File: config.mk
export PLATFORM = sky130hd
export DESIGN_NAME = fft_frame_sched
export DESIGN_NICKNAME = d
export VERILOG_FILES = /design/src/rtl/fft_frame_sched.sv
export SDC_FILE = /design/constraint.sdc
export NUM_CORES = 1
export LEC_CHECK = 0
export ABC_AREA = 1
export CORE_MARGIN = 4
export CORE_UTILIZATION = 40
export CTS_BUF_LIST = sky130_fd_sc_hd__clkbuf_4
export DETAILED_ROUTE_END_ITERATION = 6
export HOLD_SLACK_MARGIN = 0.1
export MAX_ROUTING_LAYER = met4
export PLACE_DENSITY = 0.92
export REMOVE_ABC_BUFFERS = 1
export SLEW_MARGIN = 5
export SYNTH_ARGS = -nofsm -noshare
export SYNTH_HDL_FRONTEND = slang
export SYNTH_SLANG_ARGS = --single-unit
File: constraint.sdc
create_clock -name iclk -period 1.8 [get_ports iclk]
set_input_delay 0.36 -clock iclk [delete_from_list [all_inputs] [get_ports iclk]]
set_output_delay 0.36 -clock iclk [all_outputs]
set_load 0.01 [all_outputs]
File: src/rtl/fft_frame_sched.sv
// fft_frame_sched: round-robin frame scheduler sharing one FFT_IFFT core between two sample sources.
// Latency: gnt -> core_ien one cycle; core_oen -> out_valid one cycle; frames spaced by 1 + GAP_P idle cycles.
// Backpressure: no grant while TAG_DEPTH_P frames are in flight; requests stay pending. Output has no backpressure.
// Optional: define FFT_SCHED_STATS_EN to add per-source grant/completion counters (stat_in0/1, stat_out0/1).

// Small generic synchronous FIFO used for the in-flight source tags.
// Latency: head_dat shows the oldest entry combinationally; a push is visible the cycle after.
// Backpressure: push ignored when full, pop ignored when empty; callers check full/empty.
module fft_sched_fifo #(
  parameter int W     = 1,
  parameter int DEPTH = 4
) (
  input  logic         iclk,
  input  logic         rst_n,
  input  logic         push_vld,
  input  logic [W-1:0] push_dat,
  input  logic         pop_vld,
  output logic [W-1:0] head_dat,
  output logic         empty,
  output logic         full
);
  localparam int AW = (DEPTH > 1) ? $clog2(DEPTH) : 1;
  localparam logic [AW:0]   CNT_FULL = (AW + 1)'(DEPTH);
  localparam logic [AW:0]   CNT_ONE  = (AW + 1)'(1);
  localparam logic [AW-1:0] PTR_ONE  = AW'(1);

  logic [W-1:0]  mem [DEPTH];
  logic [AW-1:0] wr_ptr;
  logic [AW-1:0] rd_ptr;
  logic [AW:0]   count;
  logic          push_ok;
  logic          pop_ok;

  assign empty    = (count == '0);
  assign full     = (count == CNT_FULL);
  assign push_ok  = push_vld & ~full;
  assign pop_ok   = pop_vld & ~empty;
  assign head_dat = mem[rd_ptr];

  // Storage, pointers and occupancy; pointers wrap naturally because DEPTH is a power of two.
  always_ff @(posedge iclk or negedge rst_n) begin
    if (!rst_n) begin
      for (int i = 0; i < DEPTH; i++) mem[i] <= '0;
      wr_ptr <= '0;
      rd_ptr <= '0;
      count  <= '0;
    end else begin
      if (push_ok) begin
        mem[wr_ptr] <= push_dat;
        wr_ptr      <= wr_ptr + PTR_ONE;
      end
      if (pop_ok) rd_ptr <= rd_ptr + PTR_ONE;
      case ({push_ok, pop_ok})
        2'b10:   count <= count + CNT_ONE;
        2'b01:   count <= count - CNT_ONE;
        default: count <= count;
      endcase
    end
  end
endmodule

module fft_frame_sched #(
  parameter int TOTAL_STAGE_P = 6,
  parameter int MULT_WIDTH_P  = 18,
  parameter int TAG_DEPTH_P   = 4,
  parameter int GAP_P         = 0
) (
  input  logic                     iclk,
  input  logic                     rst_n,
  input  logic                     req0,
  input  logic                     req1,
  output logic                     gnt0,
  output logic                     gnt1,
  input  logic [MULT_WIDTH_P-1:0]  d0_real,
  input  logic [MULT_WIDTH_P-1:0]  d0_imag,
  input  logic [MULT_WIDTH_P-1:0]  d1_real,
  input  logic [MULT_WIDTH_P-1:0]  d1_imag,
  output logic                     core_ien,
  output logic [TOTAL_STAGE_P-1:0] core_iaddr,
  output logic [MULT_WIDTH_P-1:0]  core_iReal,
  output logic [MULT_WIDTH_P-1:0]  core_iImag,
  input  logic                     core_oen,
  input  logic [TOTAL_STAGE_P-1:0] core_oaddr,
  input  logic [MULT_WIDTH_P-1:0]  core_oReal,
  input  logic [MULT_WIDTH_P-1:0]  core_oImag,
  output logic                     out_valid,
  output logic                     out_src,
  output logic [TOTAL_STAGE_P-1:0] out_addr,
  output logic [MULT_WIDTH_P-1:0]  out_real,
  output logic [MULT_WIDTH_P-1:0]  out_imag,
  output logic                     out_last,
  output logic                     busy,
  output logic                     err_orphan
`ifdef FFT_SCHED_STATS_EN
  ,
  output logic [15:0]              stat_in0,
  output logic [15:0]              stat_in1,
  output logic [15:0]              stat_out0,
  output logic [15:0]              stat_out1
`endif
);
  typedef enum logic [1:0] {
    S_IDLE   = 2'd0,
    S_STREAM = 2'd1,
    S_GAP    = 2'd2
  } state_t;

  localparam logic [TOTAL_STAGE_P-1:0] CNT_LAST = '1;
  localparam logic [TOTAL_STAGE_P-1:0] CNT_ONE  = TOTAL_STAGE_P'(1);
  localparam logic [3:0]               GAP_LAST = (GAP_P > 0) ? 4'(GAP_P - 1) : 4'd0;

  state_t                   state;
  logic [TOTAL_STAGE_P-1:0] cnt;
  logic [3:0]               gap_cnt;
  logic                     rr_last;     // source served most recently
  logic                     pick;        // source that would win in IDLE this cycle
  logic                     grant_fire;  // IDLE -> STREAM this cycle
  logic                     tag_head;
  logic                     tag_empty;
  logic                     tag_full;
  logic                     tag_pop;

  // Single requester wins outright; on a tie the source not served last wins.
  assign pick       = (req0 & req1) ? ~rr_last : req1;
  assign grant_fire = (state == S_IDLE) & (req0 | req1) & ~tag_full;
  // A tag retires only when the last sample of its frame leaves the core.
  assign tag_pop    = core_oen & (core_oaddr == CNT_LAST) & ~tag_empty;
  assign busy       = (state != S_IDLE) | ~tag_empty;

  fft_sched_fifo #(
    .W     (1),
    .DEPTH (TAG_DEPTH_P)
  ) u_tag_fifo (
    .iclk     (iclk),
    .rst_n    (rst_n),
    .push_vld (grant_fire),
    .push_dat (pick),
    .pop_vld  (tag_pop),
    .head_dat (tag_head),
    .empty    (tag_empty),
    .full     (tag_full)
  );

  // Frame FSM: grant a whole frame, stream N samples, optional idle gap.
  always_ff @(posedge iclk or negedge rst_n) begin
    if (!rst_n) begin
      state   <= S_IDLE;
      cnt     <= '0;
      gap_cnt <= '0;
      gnt0    <= 1'b0;
      gnt1    <= 1'b0;
      rr_last <= 1'b1;  // makes source 0 win the first tie
    end else begin
      case (state)
        S_IDLE: begin
          if (grant_fire) begin
            state   <= S_STREAM;
            cnt     <= '0;
            gnt0    <= ~pick;
            gnt1    <= pick;
            rr_last <= pick;
          end
        end
        S_STREAM: begin
          if (cnt == CNT_LAST) begin
            gnt0 <= 1'b0;
            gnt1 <= 1'b0;
            cnt  <= '0;
            if (GAP_P > 0) begin
              state   <= S_GAP;
              gap_cnt <= '0;
            end else begin
              state <= S_IDLE;
            end
          end else begin
            cnt <= cnt + CNT_ONE;
          end
        end
        S_GAP: begin
          if (gap_cnt == GAP_LAST) state <= S_IDLE;
          else                     gap_cnt <= gap_cnt + 4'd1;
        end
        default: state <= S_IDLE;
      endcase
    end
  end

  // Input stage: register the granted source's sample with its index; data holds between frames.
  always_ff @(posedge iclk or negedge rst_n) begin
    if (!rst_n) begin
      core_ien   <= 1'b0;
      core_iaddr <= '0;
      core_iReal <= '0;
      core_iImag <= '0;
    end else begin
      core_ien <= gnt0 | gnt1;
      if (gnt0 | gnt1) begin
        core_iaddr <= cnt;
        core_iReal <= gnt1 ? d1_real : d0_real;
        core_iImag <= gnt1 ? d1_imag : d0_imag;
      end
    end
  end

  // Output stage: tag each core sample with the oldest in-flight source; flag samples with no owner.
  always_ff @(posedge iclk or negedge rst_n) begin
    if (!rst_n) begin
      out_valid  <= 1'b0;
      out_src    <= 1'b0;
      out_addr   <= '0;
      out_real   <= '0;
      out_imag   <= '0;
      out_last   <= 1'b0;
      err_orphan <= 1'b0;
    end else begin
      out_valid <= core_oen;
      out_last  <= core_oen & (core_oaddr == CNT_LAST);
      if (core_oen) begin
        out_addr <= core_oaddr;
        out_real <= core_oReal;
        out_imag <= core_oImag;
        out_src  <= tag_empty ? 1'b0 : tag_head;
      end
      if (core_oen & tag_empty) err_orphan <= 1'b1;
    end
  end

`ifdef FFT_SCHED_STATS_EN
  // Per-source frame counters: grants issued and frames retired, wrapping at 2^16.
  always_ff @(posedge iclk or negedge rst_n) begin
    if (!rst_n) begin
      stat_in0  <= '0;
      stat_in1  <= '0;
      stat_out0 <= '0;
      stat_out1 <= '0;
    end else begin
      if (grant_fire) begin
        if (pick) stat_in1 <= stat_in1 + 16'd1;
        else      stat_in0 <= stat_in0 + 16'd1;
      end
      if (tag_pop) begin
        if (tag_head) stat_out1 <= stat_out1 + 16'd1;
        else          stat_out0 <= stat_out0 + 16'd1;
      end
    end
  end
`endif
endmodule

==> results.md, run 1 <==
- Outcome: finished with violations
- Failing checks: negative setup slack
- Die W: 118.5 um
- Pre-CTS setup slack: -681.4 ps
- Max clock buf depth: 2
- Crit path DAT: 2210 ps
- Initial Utilization: 40.85%
- Hold_sp: core_oaddr[2]
- DP Wirelength: 10190 um
- Worst EP required: 2190 ps
- 1st-iter DRT viols: 315
- Antenna violations before repair: 0
- Mapped cell area: 4886 um^2
- Crit path depth: 11
- Hold path endpoint: out_addr[2]
- First-pass detailed-route iteration total: 4
- Synth cell types: 29
- Fin crit share: 100.8%
- Port bufs: 210
- Area grow syn2layout: 59.08%
- Seq/Total Area, Yosys: 56.36%
- Top cell type's share of synthesized area: 55.83%
- Worst-Margin Slew: 584.1 ps
- Clock Pin Slew Worst Setup and Hold Paths: 150 ps
- FP Rows: 40
- Util after Layout: 64.98%
- Slew HR: 61.06%
- Hold Path Cell Cnt: 3
- Critical-path maximum fanout: 2
- Fin Clk Skew: 20.11 ps
- Max-slew violation count: 0
- Leading area contributor after synthesis: dfrtp_1
- Remaining DRCs: 0
- First-pass GRT wire length: 22170 um
- CTS tree: built
- R2R setup slack: 30 ps
- Commonest cells after routing, fill and taps aside: 239 x nand2_1, 123 x clkdlybuf4s50_1, 108 x dfrtp_1
- Largest net degree at the start of global routing: 71
- Drt total wl: 14070 um
- VDD IR max: 892.8 uV
- Ranking of synthesized cells by area: dfrtp_1 56%, nand2_1 19%, o21ai_0 5.9%
- Die area: 14050 um^2
- DR WL/cell: 14.46 um
- Worst setup SP type: primary input
- RR Startpoint: u_tag_fifo.count[1]
- Finish-stage setup viols: 1
- Antenna-violating nets left: 0
- Worst Setup End Kind: flop
- Placed Area: 7271 um^2
- Clk_lat worst skew: 470 ps
- Most common cell after layout, fill and taps aside: nand2_1
- Synthesized area per cell: 8.483 um^2
- Final Hold Fails: 0
- Worst hold margin: 171.7 ps
- Remaining global-route overflow: 0
- Ant diodes: 0
- P_leak: 0.004282 uW
- Final weighted congestion in routability-driven placement: 0.8359
- Max Fclk: 551.4 MHz
- Cells on worst reg2reg path: 10
- Max-cap violations: 0
- Total Routing Usage GR: 20.10%
- Tmin final: 1814 ps
- Core area: 11960 um^2
- Buf/Inv on CP: 3
- Synth warn: 0
- Slack of the critical path: -13.64 ps
- CTS Buf Count: 9
- Worst path cell trace: clkdlybuf4s50_1 -> nand2_2 -> nor2_4 -> nand3_4 -> inv_2 -> ha_4 -> inv_2 -> fa_2 -> or2_4 -> nand2_2 -> xor2_1
- Kind of critical path: primary input to flop
- Unrepaired setup endpoints after global routing: true
- Share of layout cells above drive strength 1: 11.62%
- Vias in the first global route: 4510
- Total number of vias: 4569
- FILL cells: 943
- Flops & latches, synth: 110
- Die Y: 118.5 um
- Root buffer cell: clkbuf_4
- H-tree lvl count: 3
- Cell family with most CP delay: buffers and inverters
- Top-level port count: 211
- Power per Cell Area: 1268 nW/um^2
- Nets: 947
- CTS sink count: 110
- Non-Filler Cell Area, Final: 7772 um^2
- DR vias/cell: 4.696
- Worst path max stage delay: 500 ps
- Mapped Cells: 576
- Worst path slowest cell: clkdlybuf4s50_1
- R2R Path End: u_tag_fifo.count[2]
- Worst Hold Class: primary input to flop
how the worst max path moves through the flow:
| stage | start | endpoint | slack (ps) |
|---|---|---|---|
| after floorplan | gnt1 | core_iaddr[1] | -2290 |
| after global placement | core_oen | u_tag_fifo.count[2] | -630 |
| after detailed placement | core_oen | u_tag_fifo.count[2] | -680 |
| after CTS | core_oaddr[1] | u_tag_fifo.rd_ptr[0] | -10 |
| after global routing | u_tag_fifo.count[0] | u_tag_fifo.count[2] | -50 |
| final | core_oaddr[0] | u_tag_fifo.count[2] | -10 |
Yosys cell counts:
library cell	count
or2_2	1
buf_2	12
buf_12	1
nor2_1	6
xnor2_1	3
nand3_4	1
nand2_4	1
dfstp_2	1
buf_6	2
o21bai_1	1
nand2_2	1
nor2_2	1
ha_1	6
nand4_1	3
o21ai_1	29
a21oi_1	3
buf_4	9
nand2_1	243
inv_2	4
o21ai_0	58
inv_1	50
nand3_2	2
fa_1	1
nand3_1	19
nor2_4	2
dfrtp_1	109
a21oi_2	1
xor2_1	2
clkbuf_1	4
routing by layer:
| metal | share of wire, % | wire (um) | track usage (%) |
|---|---|---|---|
| met3 | 4.5 | 627 | 3.923 |
| met1 | 39 | 5533 | 22.38 |
| met5 | 0 | 0 | - |
| met4 | 2.9 | 412 | 8.110 |
| met2 | 53 | 7501 | 35.38 |
repair_timing:
action	CTS	global route
resized for setup	42	65
buffers inserted	12	13
hold buffers	1	0
hold endpoints to repair	109	0
setup endpoints to repair	32	60
pin swaps	5	6
cell type report:
cell class / count / area (um^2) / area share [%]
clock buffer: 9 / 67.56 / 0.8693
clock inverter: 7 / 87.58 / 1.127
inverter: 54 / 202.7 / 2.608
multi-input combinational: 384 / 1802 / 23.18
sequential: 110 / 2755 / 35.45
tap: 147 / 183.9 / 2.366
timing repair buffer: 262 / 2674 / 34.40
state kept, by name (all words and copies together), names as in the netlist, 2 cells and up:
register / count
out_addr: 6
u_tag_fifo.count: 3
core_iImag: 18
core_iReal: 18
u_tag_fifo.rd_ptr: 2
u_tag_fifo.wr_ptr: 2
out_real: 18
cnt: 6
u_tag_fifo.mem: 4
out_imag: 18
core_iaddr: 6
cells by family after synthesis:
group                    count (synthesis)  synth area share (%)
AND/OR/NAND/NOR                        280                 23.30
flip-flops                             110                 56.36
AO/OA/AOI/OAI                           92                 9.552
buffers and inverters                   82                 7.938
adder cells (fa/ha/maj)                  7                 1.946
XOR/XNOR                                 5                0.8965
where the power goes:
group	internal [uW]	total, uW	switching (uW)
Clock	558	1360	803
Combinational	2280	4670	2390
Sequential	3310	3830	517
stage by stage:
stage / std cells / total power, uW / setup TNS, ps
after floorplan: 548 / 5800 / -94400
after global placement: 932 / 8306 / -5178
after detailed placement: 932 / 8517 / -5478
after CTS: 961 / 9825 / -14.48
after global routing: 973 / 10630 / -95.57
final: 973 / 9858 / -13.64
worst min-delay path, stage by stage:
cell and delay, ps:
dlymetal6s2s_1 120, nand2_1 60, nand2_1 60
Note: power is estimated with default switching activity, not from simulation.
==> run 2, diff against run 1 <==
--- a/config.mk
+++ b/config.mk
@@ -6,6 +6,7 @@
 export NUM_CORES = 1
 export LEC_CHECK = 0
 export ABC_AREA = 1
+export CORE_ASPECT_RATIO = 0.7
 export CORE_MARGIN = 4
 export CORE_UTILIZATION = 40
 export CTS_BUF_LIST = sky130_fd_sc_hd__clkbuf_4
==> run 2 against run 1 <==
The run still ends with negative setup slack left. Maximum frequency down 0.77%. Cell count up 0.72%. Routed wire length up 2.5%. Clock power down 16%. Flip-flop and latch count unchanged. Clock-buffer cell count unchanged. Critical path type unchanged. Largest cell class unchanged.
==> results.md, run 2 (synthesis results as in run 1) <==
- Worst path slowest cell: clkdlybuf4s50_1
- Worst Setup End Kind: flop
- Worst path max stage delay: 500 ps (about the same)
- Seq pwr share: 39.3% (+0.5 points)
- Logic gate share of total power: 48.9% (+1.5 points)
- Vias in the first global route: 4411 (-2.2%)
- Power per Cell Area: 1256 nW/um^2 (-0.96%)
- DP Wirelength: 10430 um (+2.3%)
- Antenna-violating nets left: 0 (unchanged)
- Fin crit share: 101.5% (+0.79 points)
- FP Rows: 33 (-18%)
- Die W: 140.1 um (+18%)
- 1st-iter DRT viols: 236 (-25%)
- Root buffer cell: clkbuf_4
- Outcome: finished with violations
- Final Hold Fails: 0 (unchanged)
- Non-Filler Cell Area, Final: 7696 um^2 (-0.98%)
- Drt total wl: 14420 um (+2.5%)
- Die area: 14080 um^2 (+0.20%)
- Clock Pin Slew Worst Setup and Hold Paths: 160 ps (about the same)
- Final weighted congestion in routability-driven placement: 0.8677 (+3.8%)
- Worst-Margin Slew: 576.3 ps (-7.831 ps)
- CTS sink count: 110 (unchanged)
- Max-slew violation count: 0 (unchanged)
- H-tree lvl count: 3 (unchanged)
- Clk_lat worst skew: 450 ps (-20 ps)
- CTS tree: built
- Core area: 11810 um^2 (-1.3%)
- Total Routing Usage GR: 20.05% (-0.058 points)
- Placed Cells: 939 (+0.75%)
- Worst path cell trace: clkdlybuf4s50_1 -> nand2_2 -> nor2_4 -> nand3_4 -> inv_4 -> ha_4 -> inv_2 -> fa_2 -> or2_4 -> nand2_2 -> xor2_1
- Worst Hold Class: primary input to flop
- Unrepaired setup endpoints after global routing: true
- Slack of the critical path: -27.78 ps (-14.13 ps)
- Area grow syn2layout: 57.52%
- Port bufs: 210 (unchanged)
- Worst setup SP type: primary input
- CTS Buf Count: 9 (unchanged)
- Die Y: 100.5 um (-15%)
- Initial Utilization: 41.38% (+0.53 points)
- Top-level port count: 211 (unchanged)
- Placed Area: 7223 um^2 (-0.65%)
- Antenna violations before repair: 0 (unchanged)
- Max-cap violations: 0 (unchanged)
- Sw frac: 38.77% (+1.1 points)
- Slew HR: 61.58% (+0.52 points)
- Tmin final: 1828 ps (+14.13 ps)
- Fin Clk Skew: 11.43 ps (-8.677 ps)
- First-pass detailed-route iteration total: 4 (unchanged)
- DR WL/cell: 14.72 um (+1.7%)
- Max Fclk: 547.1 MHz (-0.77%)
- Finish-stage setup viols: 1 (unchanged)
- Max clock buf depth: 2 (unchanged)
- Total number of vias: 4567 (-0.044%)
- VDD IR max: 847.7 uV (-5.1%)
- Pre-CTS setup slack: -788.6 ps (-107.2 ps)
- P_int: 5919 uW (-3.7%)
- Kind of critical path: primary input to flop
- Remaining global-route overflow: 0 (unchanged)
- Total power: 9667 uW (-1.9%)
- First-pass GRT wire length: 21950 um (-1.0%)
- Commonest cells after routing, fill and taps aside: 241 x nand2_1, 123 x clkdlybuf4s50_1, 108 x dfrtp_1
- Clock network fraction of design power: 11.8% (-2.0 points)
- Cell family with most CP delay: simple AND/OR/NAND/NOR gates
- Crit path DAT: 2210 ps (about the same)
- Cell mode on critical path: nand2_2
- Fin cells: 980 (+0.72%)
- P_leak: 0.004252 uW (-0.70%)
- Share of layout cells above drive strength 1: 11.06% (-0.57 points)
- Critical-path maximum fanout: 2 (unchanged)
- DR vias/cell: 4.660 (-0.76%)
- Remaining DRCs: 0 (unchanged)
- Worst EP required: 2190 ps (about the same)
- Ant diodes: 0 (unchanged)
- Most common cell after layout, fill and taps aside: nand2_1
- Buf/Inv on CP: 3 (unchanged)
- Largest net degree at the start of global routing: 107 (+51%)
- Setup TNS: -27.78 ps (-14.13 ps)
- P_sw: 3748 uW (+1.0%)
- Nets: 944 (-0.32%)
- FILL cells: 930 (-1.4%)
- Failing checks: negative setup slack
-- run 2: changes by cell type in the layout (fill, tap and decap cells not counted), sizes merged --
cell          delta
dlymetal6s2s     +2
buf              -3
inv              +1
bufinv           -2
clkinvlp         +2
dlygate4sd2      -2
clkinv           -1
-- run 2: cell type report --
type | instances | area, um^2 | share of cell area, %
repair buffers | 259 | 2618 | 34.01
well taps | 157 | 196.4 | 2.552
flip-flops and latches | 110 | 2755 | 35.80
multi-input cells | 384 | 1797 | 23.35
clock buffers | 9 | 67.56 | 0.8779
clock inverters | 7 | 57.56 | 0.7478
inverters | 54 | 205.2 | 2.666
-- run 2: path summary, 6_finish.rpt --
path | to | slack [ps] | start | depth (start not counted)
worst max-delay path | u_tag_fifo.count[2] | -30 | core_oaddr[2] | 11
max in group asynchronous | out_real[4] | 820 | rst_n | 3
min in group asynchronous | core_iImag[17] | 220 | rst_n | 2
worst min-delay path | out_addr[0] | 200 | core_oaddr[0] | 3
worst max register to register | u_tag_fifo.count[2] | 10 | u_tag_fifo.count[0] | 10
worst min register to register | out_real[3] | 490 | out_real[3] | 2
-- run 2: worst register-to-register path, delay by kind of cell (launching register included) --
family | cells | cell delay (ps)
adders and majority gates | 2 | 450
xor gates and xnor gates | 1 | 150
buffers and inverters | 3 | 250
DFF | 1 | 430
and+or+nand+nor | 4 | 450
-- run 2: metal layers --
layer / GRT usage (%) / share of wire (%) / wire, um / vias to the layer above
li1: - / - / - / 2273
met1: 23.65 / 40 / 5796 / 2125
met2: 34.95 / 52 / 7500 / 149
met3: 4.979 / 6.3 / 911 / 20
met4: 4.914 / 1.5 / 214 / 0
met5: - / 0 / 0 / -
-- run 2: through the flow --
stage          hold slack [ps]  util (%)
2_1_floorplan            64.41         -
3_3_place_gp             168.8     61.17
3_5_place_dp             172.3     61.17
4_1_cts                  174.7     62.59
5_1_grt                  175.9     65.17
6_report                 195.7     65.17
-- run 2: what timing repair did --
item | 4_1_cts | 5_1_grt
endpoints found under the hold margin | 109 | 0
endpoints found under the setup margin | 29 | 60
pin swaps | 7 | 4
hold buffers | 1 | 0
buffers inserted | 6 | 18
gates resized for setup | 40 | 64
-- run 2: power groups by stage --
stage	clock network, uW	registers (uW)	logic (uW)
final	1140	3800	4730
after global routing	1290	3910	5260
after CTS	1180	3810	4610
after detailed placement	0	3890	4580
after global placement	0	3840	4420
after floorplan	0	4230	1570
